===== src/rtl/usb_tx_pkg.sv =====
// Shared types and constants for the USB transmit packet sequencer.
// Build option: USB_TX_CRC_GEN_EN enables on-chip CRC16 generation.
package usb_tx_pkg;

  typedef enum logic [3:0] {
    S_IDLE,
    S_START,
    S_SYNC,
    S_PID,
    S_DATA,
    S_CRC_LO,
    S_CRC_HI,
    S_EOP_SE0,
    S_EOP_J
  } tx_state_e;

  localparam logic [7:0]  SYNC_BYTE  = 8'h80;
  localparam logic [15:0] CRC16_POLY = 16'h8005;
  localparam logic [15:0] CRC16_INIT = 16'hFFFF;

  localparam logic [3:0] PID_DATA0 = 4'b0011;
  localparam logic [3:0] PID_DATA1 = 4'b1011;
  localparam logic [3:0] PID_ACK   = 4'b0010;
  localparam logic [3:0] PID_NAK   = 4'b1010;
  localparam logic [3:0] PID_STALL = 4'b1110;

  // Bits go out LSB first, so the register runs in reflected form.
  function automatic logic [15:0] crc16_byte(
    input logic [15:0] crc,
    input logic [7:0]  d
  );
    logic [15:0] c;
    logic [15:0] rp;
    for (int i = 0; i < 16; i++) begin
      rp[i] = CRC16_POLY[15-i];
    end
    c = crc;
    for (int i = 0; i < 8; i++) begin
      if (c[0] ^ d[i]) c = (c >> 1) ^ rp;
      else             c = c >> 1;
    end
    return c;
  endfunction

endpackage


===== src/rtl/usb_tx_packet_ctrl_crc16.sv =====
// Byte-wide USB CRC16 accumulator over the payload.
// Used only when USB_TX_CRC_GEN_EN is defined.
module usb_crc16
  import usb_tx_pkg::*;
(
  input  logic        clk,
  input  logic        n_rst,
  input  logic        clear,
  input  logic        byte_valid,
  input  logic [7:0]  byte_in,
  output logic [15:0] crc_out
);

  logic [15:0] crc_q;

  always_ff @(posedge clk or negedge n_rst) begin
    if (!n_rst) begin
      crc_q <= CRC16_INIT;
    end else if (clear) begin
      crc_q <= CRC16_INIT;
    end else if (byte_valid) begin
      crc_q <= crc16_byte(crc_q, byte_in);
    end
  end

  assign crc_out = crc_q;

endmodule


===== src/rtl/usb_tx_packet_ctrl.sv =====
// Transmit packet sequencer: SYNC, PID, payload, CRC16, EOP.
// Build option: USB_TX_CRC_GEN_EN (else CRC bytes come from the FIFO).
module usb_tx_packet_ctrl
  import usb_tx_pkg::*;
#(
  parameter int MAX_LEN      = 64,
  parameter int BIT_CLKS     = 8,
  parameter int EOP_SE0_BITS = 2
) (
  input  logic       clk,
  input  logic       n_rst,
  input  logic       tx_start,
  input  logic [3:0] tx_pid,
  input  logic [6:0] tx_len,
  input  logic [7:0] fifo_byte,
  input  logic       fifo_empty,
  output logic       fifo_pop,
  input  logic       byte_req,
  output logic [7:0] FSM_byte,
  output logic       select,
  output logic       load_en,
  output logic       idle,
  output logic       Tim_rst,
  output logic       Tim_en,
  output logic       eop,
  output logic       tx_busy,
  output logic       tx_done,
  output logic       tx_err
);

  localparam logic [6:0] MAX_LEN_L = 7'(MAX_LEN);
  localparam logic [7:0] SE0_LAST  = 8'(EOP_SE0_BITS*BIT_CLKS-1);
  localparam logic [7:0] J_LAST    = 8'(BIT_CLKS-1);

  tx_state_e  state_q, state_d;
  logic [3:0] pid_q, pid_d;
  logic [6:0] len_q, len_d;
  logic [6:0] sent_q, sent_d;
  logic [7:0] cnt_q, cnt_d;
  logic [7:0] byte_q, byte_d;
  logic       sel_q, sel_d;
  logic       load_q, load_d;
  logic       pop_q, pop_d;
  logic       idle_q, idle_d;
  logic       trst_q, trst_d;
  logic       ten_q, ten_d;
  logic       eop_q, eop_d;
  logic       busy_q, busy_d;
  logic       done_q, done_d;
  logic       err_q, err_d;

  logic       is_data;
  logic       to_crc;
  logic       want_fifo;
  logic       fifo_pay;
  logic       start_eop;
  tx_state_e  fifo_next;
  logic [6:0] len_clamp;

`ifdef USB_TX_CRC_GEN_EN
  logic        crc_clr;
  logic        crc_vld;
  logic [15:0] crc_raw;
  logic [15:0] crc_tx;

  usb_crc16 u_crc (
    .clk        (clk),
    .n_rst      (n_rst),
    .clear      (crc_clr),
    .byte_valid (crc_vld),
    .byte_in    (fifo_byte),
    .crc_out    (crc_raw)
  );

  assign crc_tx = ~crc_raw;
`endif

  assign is_data   = (pid_q[1:0] == 2'b11);
  assign len_clamp = (tx_len > MAX_LEN_L) ? MAX_LEN_L : tx_len;

  always_comb begin
    state_d   = state_q;
    pid_d     = pid_q;
    len_d     = len_q;
    sent_d    = sent_q;
    cnt_d     = cnt_q;
    byte_d    = byte_q;
    sel_d     = sel_q;
    load_d    = 1'b0;
    pop_d     = 1'b0;
    idle_d    = idle_q;
    trst_d    = trst_q;
    ten_d     = ten_q;
    eop_d     = eop_q;
    busy_d    = busy_q;
    done_d    = 1'b0;
    err_d     = 1'b0;
    to_crc    = 1'b0;
    want_fifo = 1'b0;
    fifo_pay  = 1'b0;
    start_eop = 1'b0;
    fifo_next = S_DATA;
`ifdef USB_TX_CRC_GEN_EN
    crc_clr   = 1'b0;
    crc_vld   = 1'b0;
`endif

    unique case (state_q)
      S_IDLE: begin
        busy_d = 1'b0;
        if (tx_start && !busy_q) begin
          pid_d   = tx_pid;
          len_d   = len_clamp;
          sent_d  = '0;
          state_d = S_START;
          trst_d  = 1'b0;
          ten_d   = 1'b1;
          byte_d  = SYNC_BYTE;
          sel_d   = 1'b1;
          load_d  = 1'b1;
          busy_d  = 1'b1;
`ifdef USB_TX_CRC_GEN_EN
          crc_clr = 1'b1;
`endif
        end
      end
      S_START: begin
        idle_d  = 1'b0;
        state_d = S_SYNC;
      end
      S_SYNC: begin
        if (byte_req) begin
          byte_d  = {~pid_q, pid_q};
          sel_d   = 1'b1;
          load_d  = 1'b1;
          state_d = S_PID;
        end
      end
      S_PID: begin
        if (byte_req) begin
          if (!is_data) begin
            start_eop = 1'b1;
          end else if (len_q == '0) begin
            to_crc = 1'b1;
          end else begin
            want_fifo = 1'b1;
            fifo_pay  = 1'b1;
            fifo_next = S_DATA;
          end
        end
      end
      S_DATA: begin
        if (byte_req) begin
          if (sent_q == len_q) begin
            to_crc = 1'b1;
          end else begin
            want_fifo = 1'b1;
            fifo_pay  = 1'b1;
            fifo_next = S_DATA;
          end
        end
      end
      S_CRC_LO: begin
        if (byte_req) begin
`ifdef USB_TX_CRC_GEN_EN
          byte_d  = crc_tx[15:8];
          sel_d   = 1'b1;
          load_d  = 1'b1;
          state_d = S_CRC_HI;
`else
          want_fifo = 1'b1;
          fifo_next = S_CRC_HI;
`endif
        end
      end
      S_CRC_HI: begin
        if (byte_req) start_eop = 1'b1;
      end
      S_EOP_SE0: begin
        if (cnt_q == SE0_LAST) begin
          state_d = S_EOP_J;
          eop_d   = 1'b0;
          idle_d  = 1'b1;
          cnt_d   = '0;
        end else begin
          cnt_d = cnt_q + 8'd1;
        end
      end
      S_EOP_J: begin
        if (cnt_q == J_LAST) begin
          state_d = S_IDLE;
          ten_d   = 1'b0;
          trst_d  = 1'b1;
          done_d  = 1'b1;
        end else begin
          cnt_d = cnt_q + 8'd1;
        end
      end
      default: state_d = S_IDLE;
    endcase

    if (to_crc) begin
`ifdef USB_TX_CRC_GEN_EN
      byte_d  = crc_tx[7:0];
      sel_d   = 1'b1;
      load_d  = 1'b1;
      state_d = S_CRC_LO;
`else
      want_fifo = 1'b1;
      fifo_next = S_CRC_LO;
`endif
    end

    // An empty FIFO at a byte request aborts straight into EOP.
    if (want_fifo) begin
      if (fifo_empty) begin
        err_d     = 1'b1;
        start_eop = 1'b1;
      end else begin
        sel_d   = 1'b0;
        load_d  = 1'b1;
        pop_d   = 1'b1;
        state_d = fifo_next;
        if (fifo_pay) sent_d = sent_q + 7'd1;
`ifdef USB_TX_CRC_GEN_EN
        crc_vld = fifo_pay;
`endif
      end
    end

    if (start_eop) begin
      state_d = S_EOP_SE0;
      eop_d   = 1'b1;
      cnt_d   = '0;
    end
  end

  always_ff @(posedge clk or negedge n_rst) begin
    if (!n_rst) begin
      state_q <= S_IDLE;
      pid_q   <= '0;
      len_q   <= '0;
      sent_q  <= '0;
      cnt_q   <= '0;
      byte_q  <= 8'h00;
      sel_q   <= 1'b0;
      load_q  <= 1'b0;
      pop_q   <= 1'b0;
      idle_q  <= 1'b1;
      trst_q  <= 1'b1;
      ten_q   <= 1'b0;
      eop_q   <= 1'b0;
      busy_q  <= 1'b0;
      done_q  <= 1'b0;
      err_q   <= 1'b0;
    end else begin
      state_q <= state_d;
      pid_q   <= pid_d;
      len_q   <= len_d;
      sent_q  <= sent_d;
      cnt_q   <= cnt_d;
      byte_q  <= byte_d;
      sel_q   <= sel_d;
      load_q  <= load_d;
      pop_q   <= pop_d;
      idle_q  <= idle_d;
      trst_q  <= trst_d;
      ten_q   <= ten_d;
      eop_q   <= eop_d;
      busy_q  <= busy_d;
      done_q  <= done_d;
      err_q   <= err_d;
    end
  end

  assign FSM_byte = byte_q;
  assign select   = sel_q;
  assign load_en  = load_q;
  assign fifo_pop = pop_q;
  assign idle     = idle_q;
  assign Tim_rst  = trst_q;
  assign Tim_en   = ten_q;
  assign eop      = eop_q;
  assign tx_busy  = busy_q;
  assign tx_done  = done_q;
  assign tx_err   = err_q;

endmodule


===== config.mk =====
export PLATFORM = sky130hd
export DESIGN_NAME = usb_tx_packet_ctrl
export DESIGN_NICKNAME = d
export VERILOG_FILES = /design/src/rtl/usb_tx_pkg.sv /design/src/rtl/usb_tx_packet_ctrl_crc16.sv /design/src/rtl/usb_tx_packet_ctrl.sv
export SDC_FILE = /design/constraint.sdc
export NUM_CORES = 1
export LEC_CHECK = 0
export BUFFER_PORTS_ARGS = -buffer_cell sky130_fd_sc_hd__buf_4
export CAP_MARGIN = 20
export CORE_ASPECT_RATIO = 2
export CORE_MARGIN = 10
export CORE_UTILIZATION = 60
export DETAILED_ROUTE_END_ITERATION = 12
export HOLD_SLACK_MARGIN = 0.05
export PLACE_DENSITY = 0.85
export SKIP_LAST_GASP = 1
export SYNTH_ARGS = -nofsm -noshare
export SYNTH_HDL_FRONTEND = slang
export SYNTH_SLANG_ARGS = --single-unit

===== constraint.sdc =====
create_clock -name clk -period 4.6 [get_ports clk]
set_input_delay 0.23 -clock clk [delete_from_list [all_inputs] [get_ports clk]]
set_output_delay 0.23 -clock clk [all_outputs]
set_load 0.005 [all_outputs]

# ---- Word-level counts from Yosys, hierarchy flattened
# Cells that the tools add are included.
# Widths: inputs -> output; s select.
dict set report word_totals {
  reg_bits 48
  out_inout_bits 18
}
dict set report classes {
  n_addsub 2
  magnitude_cmp 1
  eq_ne 17
  mux 70
  bitwise 1
  n_reduce_logical 17
}
# cell n
set op_table {}
lappend op_table {{$mux 7} 6}
lappend op_table {{$mux 8} 5}
lappend op_table {{$mux 1} 37}
lappend op_table {{$mux 4} 8}
lappend op_table {{$pmux 8 s2} 2}
lappend op_table {{$pmux 4 s6} 1}
lappend op_table {{$eq 4x3->1 const B} 4}
lappend op_table {{$pmux 1 s2} 8}
lappend op_table {{$reduce_bool 2->1} 5}
lappend op_table {{$add 8x1->8 const B} 1}
lappend op_table {{$eq 4x2->1 const B} 2}
lappend op_table {{$eq 8x3->1 const B} 1}
lappend op_table {{$eq 8x4->1 const B} 1}
lappend op_table {{$ne 2x2->1 const B} 4}
lappend op_table {{$reduce_and 2->1} 4}
lappend op_table {{$add 7x1->7 const B} 1}
lappend op_table {{$eq 7x7->1} 1}
lappend op_table {{$gt 7x7->1 const B} 1}
lappend op_table {{$logic_not 7->1} 1}
lappend op_table {{$reduce_and 3->1} 2}
lappend op_table {{$eq 4x1->1 const B} 1}
lappend op_table {{$eq 4x4->1 const B} 1}
lappend op_table {{$logic_not 4->1} 1}
lappend op_table {{$mux 2} 2}
lappend op_table {{other kinds (8)} 8}

# ---- Depth between registers and ports, before layout
dict set report depth {
  depth_word 9
  depth_mapped 9
}

# ---- Least setup slack after synthesis
# Ideal clock, no wire load.
dict set report synth_timing {
  path_type {register -> register}
  startpoint {register cnt_q[5]}
  endpoint {register state_q[0]}
  setup_time_ps 124
  t_arrival_ps 1954
  required_ps 4476
  slack_ps 2522
  stages_incl_launch_ff 7
  n_path_buf 0
  period_less_slack_ps 2078
  path_cell_list {dfrtp_1 > or4_4 > or2_4 > nor2_2 > a31oi_1 > or3_1 > a211o_1}
}
dict set report synth_via {
  elab_chain_cells 6
}
# item line_no
set synth_lines {}
lappend synth_lines {{start, declared} usb_tx_packet_ctrl.sv:39} ;# logic [7:0] cnt_q, cnt_d;
lappend synth_lines {{start signal, assigned} usb_tx_packet_ctrl.sv:261} ;# cnt_q <= cnt_d;
lappend synth_lines {{$eq 8x3->1 or $eq 8x4->1 (tied branches)} {usb_tx_packet_ctrl.sv:190, usb_tx_packet_ctrl.sv:180}}
lappend synth_lines {{$mux 4, on equally long branches} {usb_tx_packet_ctrl.sv:190, usb_tx_packet_ctrl.sv:180}}
lappend synth_lines {{$pmux 4 s6 (*)} usb_tx_packet_ctrl.sv:108} ;# unique case (state_q)
lappend synth_lines {{$mux 4} usb_tx_packet_ctrl.sv:216} ;# if (fifo_empty) begin
lappend synth_lines {{$mux 4 (*)} usb_tx_packet_ctrl.sv:215} ;# if (want_fifo) begin
lappend synth_lines {{$mux 4 (*)} usb_tx_packet_ctrl.sv:231} ;# if (start_eop) begin
lappend synth_lines {{named net state_d[0]} usb_tx_packet_ctrl.sv:35} ;# tx_state_e state_q, state_d;
lappend synth_lines {{end signal, assigned} usb_tx_packet_ctrl.sv:257} ;# state_q <= state_d;
lappend synth_lines {{end, declared} usb_tx_packet_ctrl.sv:35}
# Mark *: on every way through the listed nets, which the timed path passes. The rest lies on a longest branch.
# A chain may end at the register's enable or synchronous reset.

# ---- Final worst setup path
dict set report layout_timing {
  startpoint {register state_q[0]}
  endpoint {register sent_q[6]}
}
dict set report layout_via {
  elab_chain_cells 5
}
# item line_no
set layout_lines {}
lappend layout_lines {{$eq 4x3->1, or another cell as far along} usb_tx_packet_ctrl.sv:108}
lappend layout_lines {{$pmux 1 s2 or $mux 7 (tied branches)} usb_tx_packet_ctrl.sv:108}
lappend layout_lines {{$mux 7} usb_tx_packet_ctrl.sv:224} ;# if (fifo_pay) sent_d = sent_q + 7'd1;
lappend layout_lines {{$mux 7} usb_tx_packet_ctrl.sv:216}
lappend layout_lines {{$mux 7 (*)} usb_tx_packet_ctrl.sv:215}
lappend layout_lines {{named net sent_d[6]} usb_tx_packet_ctrl.sv:38} ;# logic [6:0] sent_q, sent_d;
lappend layout_lines {{end signal, assigned} usb_tx_packet_ctrl.sv:260} ;# sent_q <= sent_d;
lappend layout_lines {{end, declared} usb_tx_packet_ctrl.sv:38}
# Marks and branches as above.

==> run metrics <==
Synth Area in Compound Gates=0.153; Slew Viols, Final=0; min-delay worst type=in -> reg; IO Port Bufs=33; P per Cell Area=395 nW/um2; io pins=42; FF-to-FF End=sent_q[6]; crit share post-route=0.554; Final Critical Period=2.55 ns; XOR/XNOR Fraction of Synth Area=0.0439; Synth Area in Simple Gates=0.224; Async SR Flop Fraction=1.00; largest net degree at the start of global routing=49; Layout Nets=308; Worst Path Max Fanout=15; commonest non-fill, non-tap cell in the layout=dfrtp_1; row count=32; Detailed Route WL=5050 um; area of the die=7070 um2; cts bufs inserted=5; VDD IR max=0.000410 V; Post-synth EDFFs=0; Post-CTS Setup Inserts=0; htree depth=2; initial antenna violation count=0; Avg Cell Area, Syn=9.58 um2; DP Area=2670 um2; DRC=0; crit end category=register; Pre-antenna DRT Iters=4; diode count=0; share of cells above drive strength 1=0.205; first-pass GRT wire length=8480 um; r2r worst-path depth=6; GRT Residual Overflow=0; DPL Wire Length=3800 um; # setup viols final=0; root buf cell=clkbuf_8; initial core utilization=0.623; Clock Skews=0.00950 ns; Synth Area in Adders=0.0104; clock tree from TritonCTS=done; final non-filler cell area=2790 um2; Slew @ Worst Pin=0.599 ns; GRT Overall Usage=0.149; most frequent cells in the layout=dfrtp_1, nand2_1, buf_4; post-CTS sizing=0; FF+latch count, synth=48; sequential element share of the synthesized area=0.503; Yosys warnings=0; worst reg2reg setup slack=2.05 ns; final hold viol count=0; Vias=1,922; Vias per Instance=5.75; Initial DRC Count=47; final setup TNS=0 ns; cells after synthesis=250; WP data arrival=2.77 ns; Clock Tree Buf Depth=2; Sink Count=48; CP Launch Type=register; clk_lat worst skew=0.31 ns; setup repair after global routing missed its margin=false; die height=109 um; hold depth=2; max-cap viol count=0; Fmax=0.392 GHz; total power=0.00110 W; WP data required=4.82 ns; HP Start=fifo_empty; Final Util=0.725; clk slew on worst S/H paths=0.09 ns; Final ANT Viol Nets=0; layout overhead on the synthesized area=16.4%; WHS Endpoint=fifo_pop; die width=64.7 um; Synth Flop Type=dfrtp_1; largest family of logic cells by synthesized area=simple AND/OR/NAND/NOR gates; outcome=finished clean; Critical R2R Launch=state_q[0]; placer congestion estimate=0.918; Synth Net Count=276; Pleak=1.34 nW; Crit Path Class=reg -> reg; cell area after synthesis=2390 um2; library cells used by synthesis=45; Core Region=3840 um2; multiplexer share of the synthesized area=0.0319; WL per Instance=15.1 um; Fillers=302; vias in the first global route=1,925; slew margin rel.=0.591
## report_power, final
part	internal [W]	leakage, nW	switching (W)	total [W]
combinational	0.000122	0.658	0.000148	0.000270
sequential	0.000471	0.624	0.0000641	0.000535
clock	0.000161	0.0552	0.000135	0.000296
## critical path, cell delays in order, from the launching register on
cell and delay [ns]:
dfrtp_1 0.63, nand2_1 0.20, a2111oi_0 0.61, o21ai_0 0.34
buf_2 0.25, nor3_1 0.23, mux2i_1 0.21
## registers in the layout, indices dropped and copies added (netlist names)
register	flops
tx_done	1
tx_busy	1
idle	1
pid_q	4
len_q	7
fifo_pop	1
tx_err	1
Tim_rst	1
Tim_en	1
select	1
state_q	4
cnt_q	8
eop	1
load_en	1
FSM_byte	8
sent_q	7
## logic make-up (layout without fill, tap and decap cells)
family                     after synthesis  after routing
and+or+nand+nor                        104            104
AOI/OAI and AO/OA                       57             57
DFF                                     48             48
buffers and inverters                   20             53
xor gates and xnor gates                12             12
muxes                                    7              7
adders and majority gates                2              2
## layer usage
metal  vias up  share of wire  global-route usage
met2        44           0.56               0.287
li1        933              -                   -
met1       933           0.37               0.141
met3        12          0.047              0.0387
met5         -              0                   0
met4         0          0.026              0.0662
## cells in the mapped netlist (all sizes together), types with 3 or more instances
| master | instances | area share |
|---|---|---|
| dfrtp | 46 | 0.48 |
| nand2 | 36 | 0.056 |
| o21ai | 19 | 0.040 |
| nor2 | 16 | 0.026 |
| nor3 | 13 | 0.027 |
| xor2 | 12 | 0.044 |
| a21oi | 9 | 0.019 |
| inv | 9 | 0.014 |
| clkbuf | 7 | 0.011 |
| nand2b | 7 | 0.018 |
| o21a | 6 | 0.019 |
| mux2 | 5 | 0.024 |
| nand3 | 5 | 0.010 |
| nor2b | 5 | 0.013 |
| buf | 4 | 0.0094 |
| o31ai | 4 | 0.013 |
| a31oi | 3 | 0.0078 |
| and3 | 3 | 0.0078 |
| nor4 | 3 | 0.0078 |
| or3 | 3 | 0.0078 |
## what timing repair did
item,4_1_cts,5_1_grt
endpoints found under the setup margin,0,0
hold endpoints to repair,46,0
hold buffers,1,0
## layout make-up
class | count | area (um2) | area share
flip-flops and latches | 48 | 1200 | 0.432
multi-input cells | 182 | 1110 | 0.398
repair buffers | 36 | 270 | 0.0969
clock buffers | 6 | 72.6 | 0.0260
well taps | 51 | 63.8 | 0.0229
clock inverters | 2 | 35.0 | 0.0126
inverters | 9 | 33.8 | 0.0121
## worst max path at each step
| stage | from | endpoint | slack (ns) |
|---|---|---|---|
| finish | state_q[0] | sent_q[6] | 2.05 |
| global route | state_q[0] | sent_q[5] | 1.86 |
| CTS | state_q[0] | sent_q[6] | 1.99 |
| detailed placement | state_q[0] | sent_q[6] | 2.03 |
| global placement | sent_q[2] | sent_q[6] | 2.10 |
| floorplan | cnt_q[5] | state_q[0] | 2.52 |
## stage by stage
step                cells  setup slack (ns)  hold slack (ns)
finish                334              2.05            0.121
global route          334              1.86            0.120
detailed placement    324              2.03            0.266
CTS                   333              1.99            0.120
global placement      324              2.10            0.266
floorplan             250              2.52          -0.0656
Note: power is estimated with default switching activity, not from simulation.
